--- config.mk ---
export PLATFORM = sky130hd
export DESIGN_NAME = pe_feeder
export DESIGN_NICKNAME = d
export VERILOG_FILES = /design/src/rtl/pe_pkg.sv /design/src/rtl/pe_feed_buf.sv /design/src/rtl/pe_feeder.sv
export SDC_FILE = /design/constraint.sdc
export NUM_CORES = 1
export LEC_CHECK = 0
export CORE_MARGIN = 4
export CORE_UTILIZATION = 40
export DETAILED_ROUTE_END_ITERATION = 7
export MAX_ROUTING_LAYER = met4
export PLACE_DENSITY_LB_ADDON = 0.25
export SLEW_MARGIN = 20
export SYNTH_ARGS = -nofsm -noshare
export SYNTH_HDL_FRONTEND = slang
export SYNTH_HIERARCHICAL = 1
export SYNTH_SLANG_ARGS = --single-unit
--- constraint.sdc ---
create_clock -name clk -period 6.2 [get_ports clk]
set_input_delay 1.86 -clock clk [delete_from_list [all_inputs] [get_ports clk]]
set_output_delay 1.86 -clock clk [all_outputs]
set_load 0.02 [all_outputs]
--- src/rtl/pe_pkg.sv ---
// Shared definitions for the PE operand feeder: default widths, the
// active-low PE output-select encoding and the feeder state encoding.
package pe_pkg;

    localparam int DATA_W_DEF = 16;
    localparam int PSUM_W_DEF = 32;

    // The PE drives pe_opsum_seln low when pe_opsum holds a finished result
    localparam logic SELN_VALID = 1'b0;

    typedef enum logic [2:0] {
        ST_IDLE = 3'd0,
        ST_LOAD = 3'd1,
        ST_ARM  = 3'd2,
        ST_FEED = 3'd3,
        ST_WAIT = 3'd4,
        ST_OUT  = 3'd5
    } feeder_state_t;

    // A job is legal only when it fits the operand buffer and has at least one MAC
    function automatic logic kernel_ok(input logic [7:0] k, input int depth);
        return (k != 8'd0) && (int'(k) <= depth);
    endfunction

endpackage

--- src/rtl/pe_feed_buf.sv ---
// Operand pair buffer: DEPTH entries of {act, wgt}, one synchronous write
// port and one combinational read port. Contents are not reset.
module pe_feed_buf #(
    parameter int DATA_W = 16,
    parameter int DEPTH  = 16,
    localparam int AW    = (DEPTH > 1) ? $clog2(DEPTH) : 1
) (
    input  logic                clk,
    input  logic                we,
    input  logic [AW-1:0]       waddr,
    input  logic [2*DATA_W-1:0] wdata,
    input  logic [AW-1:0]       raddr,
    output logic [2*DATA_W-1:0] rdata
);

    logic [2*DATA_W-1:0] mem [DEPTH];

    always_ff @(posedge clk) begin
        if (we) begin
            mem[waddr] <= wdata;
        end
    end

    assign rdata = mem[raddr];

endmodule

--- src/rtl/pe_feeder.sv ---
// Collects K activation/weight pairs, arms the PE with one enable pulse,
// streams the pairs to it and returns the PE partial sum over a handshake.
module pe_feeder
    import pe_pkg::*;
#(
    parameter int DATA_W = DATA_W_DEF,
    parameter int PSUM_W = PSUM_W_DEF,
    parameter int DEPTH  = 16
) (
    input  logic              clk,
    input  logic              rst,
    input  logic              start,
    input  logic [7:0]        kernel_size,
    input  logic [PSUM_W-1:0] ipsum_in,
    input  logic              in_valid,
    output logic              in_ready,
    input  logic [DATA_W-1:0] in_act,
    input  logic [DATA_W-1:0] in_wgt,
    output logic              pe_en,
    output logic [PSUM_W-1:0] pe_ipsum,
    output logic [DATA_W-1:0] pe_act,
    output logic [DATA_W-1:0] pe_wgt,
    input  logic [PSUM_W-1:0] pe_opsum,
    input  logic              pe_opsum_seln,
    output logic              res_valid,
    input  logic              res_ready,
    output logic [PSUM_W-1:0] res_data,
    output logic              busy,
    output logic              err
);

    localparam int AW = (DEPTH > 1) ? $clog2(DEPTH) : 1;

    feeder_state_t       state;
    logic [7:0]          k_reg;
    logic [7:0]          k_last;
    logic [PSUM_W-1:0]   ipsum_reg;
    logic [7:0]          wr_ptr;
    logic [7:0]          rd_ptr;
    logic [7:0]          wait_cnt;
    logic [8:0]          wait_limit;
    logic [DATA_W-1:0]   act_q;
    logic [DATA_W-1:0]   wgt_q;
    logic [PSUM_W-1:0]   res_q;
    logic                err_q;
    logic                wr_en;
    logic [2*DATA_W-1:0] rd_pair;

    // k_reg is never 0 outside IDLE, so k_last cannot underflow where it is used
    assign k_last     = k_reg - 8'd1;
    assign wait_limit = {1'b0, k_reg} + 9'd4;
    assign wr_en      = (state == ST_LOAD) && in_valid;

    pe_feed_buf #(
        .DATA_W (DATA_W),
        .DEPTH  (DEPTH)
    ) u_buf (
        .clk   (clk),
        .we    (wr_en),
        .waddr (AW'(wr_ptr)),
        .wdata ({in_act, in_wgt}),
        .raddr (AW'(rd_ptr)),
        .rdata (rd_pair)
    );

    // Operands are registered so entry i appears two cycles after the enable
    // pulse plus i; outside FEED they fall back to zero.
    always_ff @(posedge clk) begin
        if (rst) begin
            state     <= ST_IDLE;
            k_reg     <= 8'd0;
            ipsum_reg <= '0;
            wr_ptr    <= 8'd0;
            rd_ptr    <= 8'd0;
            wait_cnt  <= 8'd0;
            act_q     <= '0;
            wgt_q     <= '0;
            res_q     <= '0;
            err_q     <= 1'b0;
        end else begin
            err_q <= 1'b0;
            act_q <= '0;
            wgt_q <= '0;
            case (state)
                ST_IDLE: begin
                    wr_ptr   <= 8'd0;
                    rd_ptr   <= 8'd0;
                    wait_cnt <= 8'd0;
                    if (start) begin
                        if (kernel_ok(kernel_size, DEPTH)) begin
                            k_reg     <= kernel_size;
                            ipsum_reg <= ipsum_in;
                            state     <= ST_LOAD;
                        end else begin
                            err_q <= 1'b1;
                        end
                    end
                end
                ST_LOAD: begin
                    if (in_valid) begin
                        wr_ptr <= wr_ptr + 8'd1;
                        if (wr_ptr == k_last) begin
                            state <= ST_ARM;
                        end
                    end
                end
                ST_ARM: begin
                    state <= ST_FEED;
                end
                ST_FEED: begin
                    act_q  <= rd_pair[2*DATA_W-1:DATA_W];
                    wgt_q  <= rd_pair[DATA_W-1:0];
                    rd_ptr <= rd_ptr + 8'd1;
                    if (rd_ptr == k_last) begin
                        state <= ST_WAIT;
                    end
                end
                ST_WAIT: begin
                    if (pe_opsum_seln == SELN_VALID) begin
                        res_q <= pe_opsum;
                        state <= ST_OUT;
                    end else if ({1'b0, wait_cnt} == wait_limit) begin
                        err_q <= 1'b1;
                        state <= ST_IDLE;
                    end else begin
                        wait_cnt <= wait_cnt + 8'd1;
                    end
                end
                ST_OUT: begin
                    if (res_ready) begin
                        state <= ST_IDLE;
                    end
                end
                default: begin
                    state <= ST_IDLE;
                end
            endcase
        end
    end

    assign in_ready  = (state == ST_LOAD);
    assign pe_en     = (state == ST_ARM);
    assign pe_ipsum  = (state == ST_ARM || state == ST_FEED ||
                        state == ST_WAIT || state == ST_OUT) ? ipsum_reg : '0;
    assign pe_act    = act_q;
    assign pe_wgt    = wgt_q;
    assign res_valid = (state == ST_OUT);
    assign res_data  = res_q;
    assign busy      = (state != ST_IDLE);
    assign err       = err_q;

endmodule
==> results.yml, run 1 <==
run_status:
  status: "completed"
final_layout:
  seq_area_mm2: 0.0180
  fin_nets: 1818
  post-route-util_pct: 49.2
  layout-drive-gt1-share_pct: 17.0
  syn2layout_area_growth_pct: 22.2
  final_design_area_no_fill_mm2: 0.0303
  instances_no_fill: 2595
  n_fill_cell: 5151
  multiInputGateArea_mm2: 0.00648
  largest_register_ffs: 512
logic_synthesis:
  synth_top_area_cell: "sky130_fd_sc_hd__edfxtp_1"
  synth.ff_latch_count: 644
  yosys_warnings: 6
  mappedNetlistNets: 1592
  netlist-cell-type-count: 63
  ys_top_cells_by_area: "sky130_fd_sc_hd__edfxtp_1, sky130_fd_sc_hd__mux4_2, sky130_fd_sc_hd__dfxtp_1"
  synth_top_area_share_pct: 62.0
  post-synth-top-count-cell: "sky130_fd_sc_hd__edfxtp_1"
  async_reset_ff_share_pct: 0
  syn_area_mm2: 0.0248
  synth_seq_area_share_pct: 72.6
  post_synth_inst_count: 1476
  synthesis.area_per_instance_um2: 16.8
  yosys_most_used_dff: "sky130_fd_sc_hd__edfxtp_1"
  post_synth_most_frequent_cells: "sky130_fd_sc_hd__edfxtp_1, sky130_fd_sc_hd__nand2_1, sky130_fd_sc_hd__dfxtp_1"
  synth-edff-count: 512
detailed_routing:
  ant_nets: 0
  wire_per_inst_um: 21.7
  drt_pass1_iterations: 5
  route.detailed.vias_per_inst: 5.26
  num_vias: 13637
  detail_route.iter0.violations: 1072
  postRouteWirelength_um: 56400
  drc_errors: 0
power:
  combPwrFrac_pct: 3.3
  total_power_mw: 9.01
  power_switching_mw: 1.83
  p_int_mw: 7.18
  share_seq_of_total_power_pct: 52.3
  ir_drop_mv: 0.208
  pwr_density_cell_mw_per_mm2: 297
  clockPowerShare_pct: 44.4
  leakage_nw: 9.46
  switching_part_of_the_total_pct: 20.3
cts:
  clock_insertion_delay_worst_skew_ns: 0.59
  clock_tree_from_tritoncts: "yes"
  cts-buffers-inserted: 71
  cts_root_buffer: "sky130_fd_sc_hd__clkbuf_16"
  ctsResizeCount: 0
  cts.htree.levels: 3
  worst_setup_hold_path_clk_slew_ns: 0.06
  post_cts_setup_buffer_count: 0
  cts-root-to-sink-buffers: 3
  cts_hold_buf: 0
  numClockSinks: 644
placed_design:
  gp_routability_congestion: 0.791
  dp_hpwl_um: 34300
  dpl.cell_count: 2464
  dpl_cell_area_mm2: 0.0280
  io_buffers: 210
critical_path:
  cp_max_fo: 32
  startpoint_to_endpoint_class_of_the_critical_path: "reg -> out"
  timing.critical_path.required_ns: 4.34
  worstPathArrival_ns: 2.46
  worstSetupStartpointType: "flip-flop"
  end_kind: "output port"
timing:
  max-slew-margin-rel_pct: 31.4
  min_period_over_period_pct: 69.7
  timing.final.crit_period_ns: 4.32
  max_freq_mhz: 231
  rsz0062_at_grt: "false"
  worstMarginPinSlew_ns: 1.03
  final_setup_violation_count: 0
  clock-skew-final_ns: 0.0201
  timing.setup.tns_ns: 0
  hold_viol: 0
  final-max-slew-violation-count: 0
global_routing:
  gr-usage-all-layers_pct: 17.4
  grt_pass1_vias: 14004
  grt_first_pass_wirelength_um: 86100
  grt.overflow.total: 0
  largest_net_degree_at_the_start_of_global_routing: 96
  grt_antenna_before_repair: 1
floorplanning:
  pin_count: 211
  die_w_um: 257
  initial_utilization_pct: 40.3
  floorplan.die_area_mm2: 0.0661
  core_mm2: 0.0616
  die_height_um: 257
  fp-row-count: 91
min_path:
  min_path_type: "reg -> reg"
job:
  timing.max_cap.violations: 0
[cell type report]
| class | instances | area share, % |
|---|---|---|
| Inverter | 8 | 0.0991 |
| Clock buffer | 91 | 6.46 |
| Antenna cell | 1 | 0.00826 |
| Timing Repair Buffer | 243 | 8.18 |
| Clock inverter | 37 | 0.937 |
| Sequential cell | 644 | 59.5 |
| Multi-Input combinational cell | 734 | 21.4 |
| Tap cell | 837 | 3.46 |
[routing by layer]
metal	global-route usage [%]	vias to the layer above	routed length [um]
li1	-	6172	-
met1	22.9	7020	24400
met2	28.2	371	27800
met3	3.30	74	3120
met4	4.59	0	1040
met5	-	-	0
[power by group through the flow]
stage	Combinational, mW	Sequential, mW	Clock (mW)
detailed placement	0.303	4.80	0
floorplan	0.128	4.79	0
finish	0.299	4.71	4.00
CTS	0.304	4.71	4.12
global route	0.328	4.71	4.31
global placement	0.299	4.80	0
[critical path: stages, from the launching register on]
cell and delay, ns:
sky130_fd_sc_hd__dfxtp_1 0.56, sky130_fd_sc_hd__xor2_1 0.19, sky130_fd_sc_hd__buf_4 0.30, sky130_fd_sc_hd__and2_1 0.20
sky130_fd_sc_hd__clkdlybuf4s50_1 0.62
[cell usage in the layout (no fill, tap or decap), types with 7 or more instances in the layout]
cell type	instances
sky130_fd_sc_hd__nor2_4	15
sky130_fd_sc_hd__nand3_1	14
sky130_fd_sc_hd__and3_1	7
sky130_fd_sc_hd__clkinv_2	10
sky130_fd_sc_hd__nor3_1	7
sky130_fd_sc_hd__xor2_1	17
sky130_fd_sc_hd__nand4_1	7
sky130_fd_sc_hd__a21oi_1	82
sky130_fd_sc_hd__nand2_1	189
sky130_fd_sc_hd__dfxtp_1	130
sky130_fd_sc_hd__clkinv_1	15
sky130_fd_sc_hd__buf_12	7
sky130_fd_sc_hd__mux4_2	128
sky130_fd_sc_hd__a22oi_1	67
sky130_fd_sc_hd__xnor2_1	18
sky130_fd_sc_hd__and2_1	65
sky130_fd_sc_hd__inv_1	7
sky130_fd_sc_hd__clkbuf_1	14
sky130_fd_sc_hd__clkbuf_16	75
sky130_fd_sc_hd__edfxtp_1	512
sky130_fd_sc_hd__buf_4	23
sky130_fd_sc_hd__nor2_1	29
sky130_fd_sc_hd__clkdlybuf4s50_1	209
[through the flow]
step / hold WS [ns] / setup slack, ns
after detailed placement: 0.442 / 1.69
after global routing: 0.470 / 1.72
after CTS: 0.450 / 1.80
after floorplan: 0.432 / 0.947
after global placement: 0.437 / 1.57
final: 0.450 / 1.88
[cell families (layout without fill, tap and decap cells)]
family	count (synthesis)	after routing	synth area share (%)
other cells	0	1	0
simple gates	377	377	7.30
fa+ha+maj	6	6	0.303
xor+xnor	36	36	1.33
compound gates	183	183	4.79
flops	644	644	72.6
mux	132	132	11.8
buf+inv	98	379	1.86
[worst paths after layout]
check | depth (start not counted) | to | startpoint | slack [ns]
setup / recovery | 4 | pe_ipsum[13] | state[2]$_SDFFE_PP0P_ | 1.88
hold / removal | 2 | ipsum_reg[12]$_SDFFE_PP0P_ | ipsum_reg[12]$_SDFFE_PP0P_ | 0.45
setup reg to reg | 8 | state[0]$_SDFFE_PP0P_ | k_reg[3]$_SDFFE_PP0P_ | 3.25
hold reg to reg | 2 | ipsum_reg[12]$_SDFFE_PP0P_ | ipsum_reg[12]$_SDFFE_PP0P_ | 0.45
Note: power is estimated with default switching activity, not from simulation.
==> run 2: changes to the inputs <==
==> constraint.sdc (replaced) <==
create_clock -name clk -period 3.85 [get_ports clk]
set_input_delay 1.155 -clock clk [delete_from_list [all_inputs] [get_ports clk]]
set_output_delay 1.155 -clock clk [all_outputs]
set_load 0.02 [all_outputs]
==> run 2 against run 1 <==
Net effect: sequential power up 61%; via count rose by 1.3%; combinational power is 64% higher; critical path type unchanged; worst hold slack lost 0.0019 ns.
==> results.yml, run 2 (synthesis results as in run 1) <==
power:
  leakage_nw: 9.53
  switching_part_of_the_total_pct: 20.9
  combPwrFrac_pct: 3.4
  power_switching_mw: 3.05
  share_seq_of_total_power_pct: 52.0
  ir_drop_mv: 0.373
  pwr_density_cell_mw_per_mm2: 480
  total_power_mw: 14.6
  p_int_mw: 11.5
  clockPowerShare_pct: 44.7
floorplanning:
  floorplan.die_area_mm2: 0.0661
  fp-row-count: 91
  pin_count: 211
  die_height_um: 257
  initial_utilization_pct: 40.3
  core_mm2: 0.0616
  die_w_um: 257
timing:
  timing.setup.tns_ns: 0
  rsz0062_at_grt: "false"
  final_setup_violation_count: 0
  final-max-slew-violation-count: 0
  max-slew-margin-rel_pct: 20.7
  timing.final.crit_period_ns: 3.67
  min_period_over_period_pct: 95.3
  max_freq_mhz: 273
  clock-skew-final_ns: 0.0187
  worstMarginPinSlew_ns: 1.19
  timing.final.ws_setup_ns: 0.183
  hold_viol: 0
critical_path:
  worst-r2r-cell-count: 9
  end_kind: "output port"
  regToRegStartpoint: "k_reg[2]$_SDFFE_PP0P_"
  r2r_end: "state[0]$_SDFFE_PP0P_"
  worstPathArrival_ns: 2.51
  timing.reg2reg.setup_slack_ns: 1.04
  worstSetupStartpointType: "flip-flop"
  cp_max_fo: 32
  timing.critical_path.required_ns: 2.69
  startpoint_to_endpoint_class_of_the_critical_path: "reg -> out"
cts:
  post_cts_setup_buffer_count: 0
  cts-buffers-inserted: 71
  cts-root-to-sink-buffers: 3
  clock_tree_from_tritoncts: "yes"
  cts_hold_buf: 0
  cts.htree.levels: 3
  numClockSinks: 644
  cts_root_buffer: "sky130_fd_sc_hd__clkbuf_16"
  ctsResizeCount: 0
  clock_insertion_delay_worst_skew_ns: 0.61
  worst_setup_hold_path_clk_slew_ns: 0.06
global_routing:
  largest_net_degree_at_the_start_of_global_routing: 96
  grt_antenna_before_repair: 2
  grt_pass1_vias: 14149
  grt.overflow.total: 0
  grt_first_pass_wirelength_um: 86300
  gr-usage-all-layers_pct: 17.5
detailed_routing:
  ant_nets: 0
  route.detailed.vias_per_inst: 5.29
  postRouteWirelength_um: 56800
  num_vias: 13819
  detail_route.iter0.violations: 1131
  wire_per_inst_um: 21.7
  drc_errors: 0
  drt_pass1_iterations: 8
placed_design:
  dp_hpwl_um: 34000
  dpl_cell_area_mm2: 0.0282
  gp_routability_congestion: 0.810
  preCtsSetupSlack_ns: 0.411
  io_buffers: 210
  dpl.cell_count: 2482
final_layout:
  final_design_area_no_fill_mm2: 0.0304
  commonest_cells_after_routing_fill_and_taps_aside: "sky130_fd_sc_hd__edfxtp_1, sky130_fd_sc_hd__clkdlybuf4s50_1, sky130_fd_sc_hd__nand2_1"
  largest_register_ffs: 512
  fin_nets: 1834
  layout-drive-gt1-share_pct: 18.0
  most_common_cell_after_layout_fill_and_taps_aside: "sky130_fd_sc_hd__edfxtp_1"
  instances_no_fill: 2613
  syn2layout_area_growth_pct: 22.6
min_path:
  timing.hold.worst.start: "ipsum_reg[26]$_SDFFE_PP0P_"
  hold_path_depth: 2
  min_path_type: "reg -> reg"
  min_delay_worst_endpoint: "ipsum_reg[26]$_SDFFE_PP0P_"
job:
  timing.max_cap.violations: 0
run_status:
  status: "completed"
-- run 2: cell types whose count changed in the layout (fill, tap and decap cells not counted), moves of 3 or more --
cell / change
sky130_fd_sc_hd__buf_4: +18
sky130_fd_sc_hd__inv_6: +3
sky130_fd_sc_hd__nor3_2: -4
sky130_fd_sc_hd__nor3_4: +4
sky130_fd_sc_hd__clkbuf_16: -3
sky130_fd_sc_hd__clkbuf_8: +4
-- run 2: metrics by stage --
step | util (%) | hold slack (ns)
4_1_cts | 49.4 | 0.451
2_1_floorplan | - | 0.432
3_3_place_gp | 45.7 | 0.438
3_5_place_dp | 45.7 | 0.444
5_1_grt | 49.4 | 0.464
6_report | 49.4 | 0.448
-- run 2: cell type report --
| cell class | instances | area, um2 |
|---|---|---|
| Clock buffer | 91 | 1930 |
| Antenna cell | 2 | 5.00 |
| Sequential cell | 644 | 18000 |
| Clock inverter | 38 | 313 |
| Multi-Input combinational cell | 734 | 6500 |
| Tap cell | 837 | 1050 |
| Fill cell | 5144 | 31200 |
| Timing Repair Buffer | 259 | 2560 |
| Inverter | 8 | 30.0 |
-- run 2: how the worst max path moves through the flow --
| stage | to | from |
|---|---|---|
| floorplan | u_buf/mem[1][0]$_DFFE_PP_ | in_valid |
| global placement | u_buf/mem[1][25]$_DFFE_PP_ | in_valid |
| detailed placement | u_buf/mem[1][22]$_DFFE_PP_ | in_valid |
| CTS | pe_ipsum[9] | state[2]$_SDFFE_PP0P_ |
| global route | pe_ipsum[9] | state[2]$_SDFFE_PP0P_ |
| finish | pe_ipsum[9] | state[2]$_SDFFE_PP0P_ |
-- run 2: routing by layer --
| layer | vias to the layer above | GRT usage, % | part of all wire (%) |
|---|---|---|---|
| li1 | 6208 | - | - |
| met4 | 0 | 5.05 | 2.3 |
| met3 | 95 | 3.72 | 5.9 |
| met2 | 406 | 28.3 | 49 |
| met1 | 7110 | 22.5 | 42 |
| met5 | - | - | 0 |
-- run 2: critical path, stage by stage, from the launching register on --
cell and delay [ns]:
sky130_fd_sc_hd__dfxtp_1 0.55, sky130_fd_sc_hd__xor2_1 0.22, sky130_fd_sc_hd__buf_4 0.30, sky130_fd_sc_hd__and2_1 0.22, sky130_fd_sc_hd__clkdlybuf4s50_1 0.62
-- run 2: power groups by stage --
stage / clock network [mW] / registers [mW] / logic [mW]
4_1_cts: 6.71 / 7.58 / 0.497
2_1_floorplan: 0 / 7.72 / 0.207
6_report: 6.51 / 7.58 / 0.491
3_3_place_gp: 0 / 7.73 / 0.485
3_5_place_dp: 0 / 7.73 / 0.494
5_1_grt: 6.99 / 7.58 / 0.534
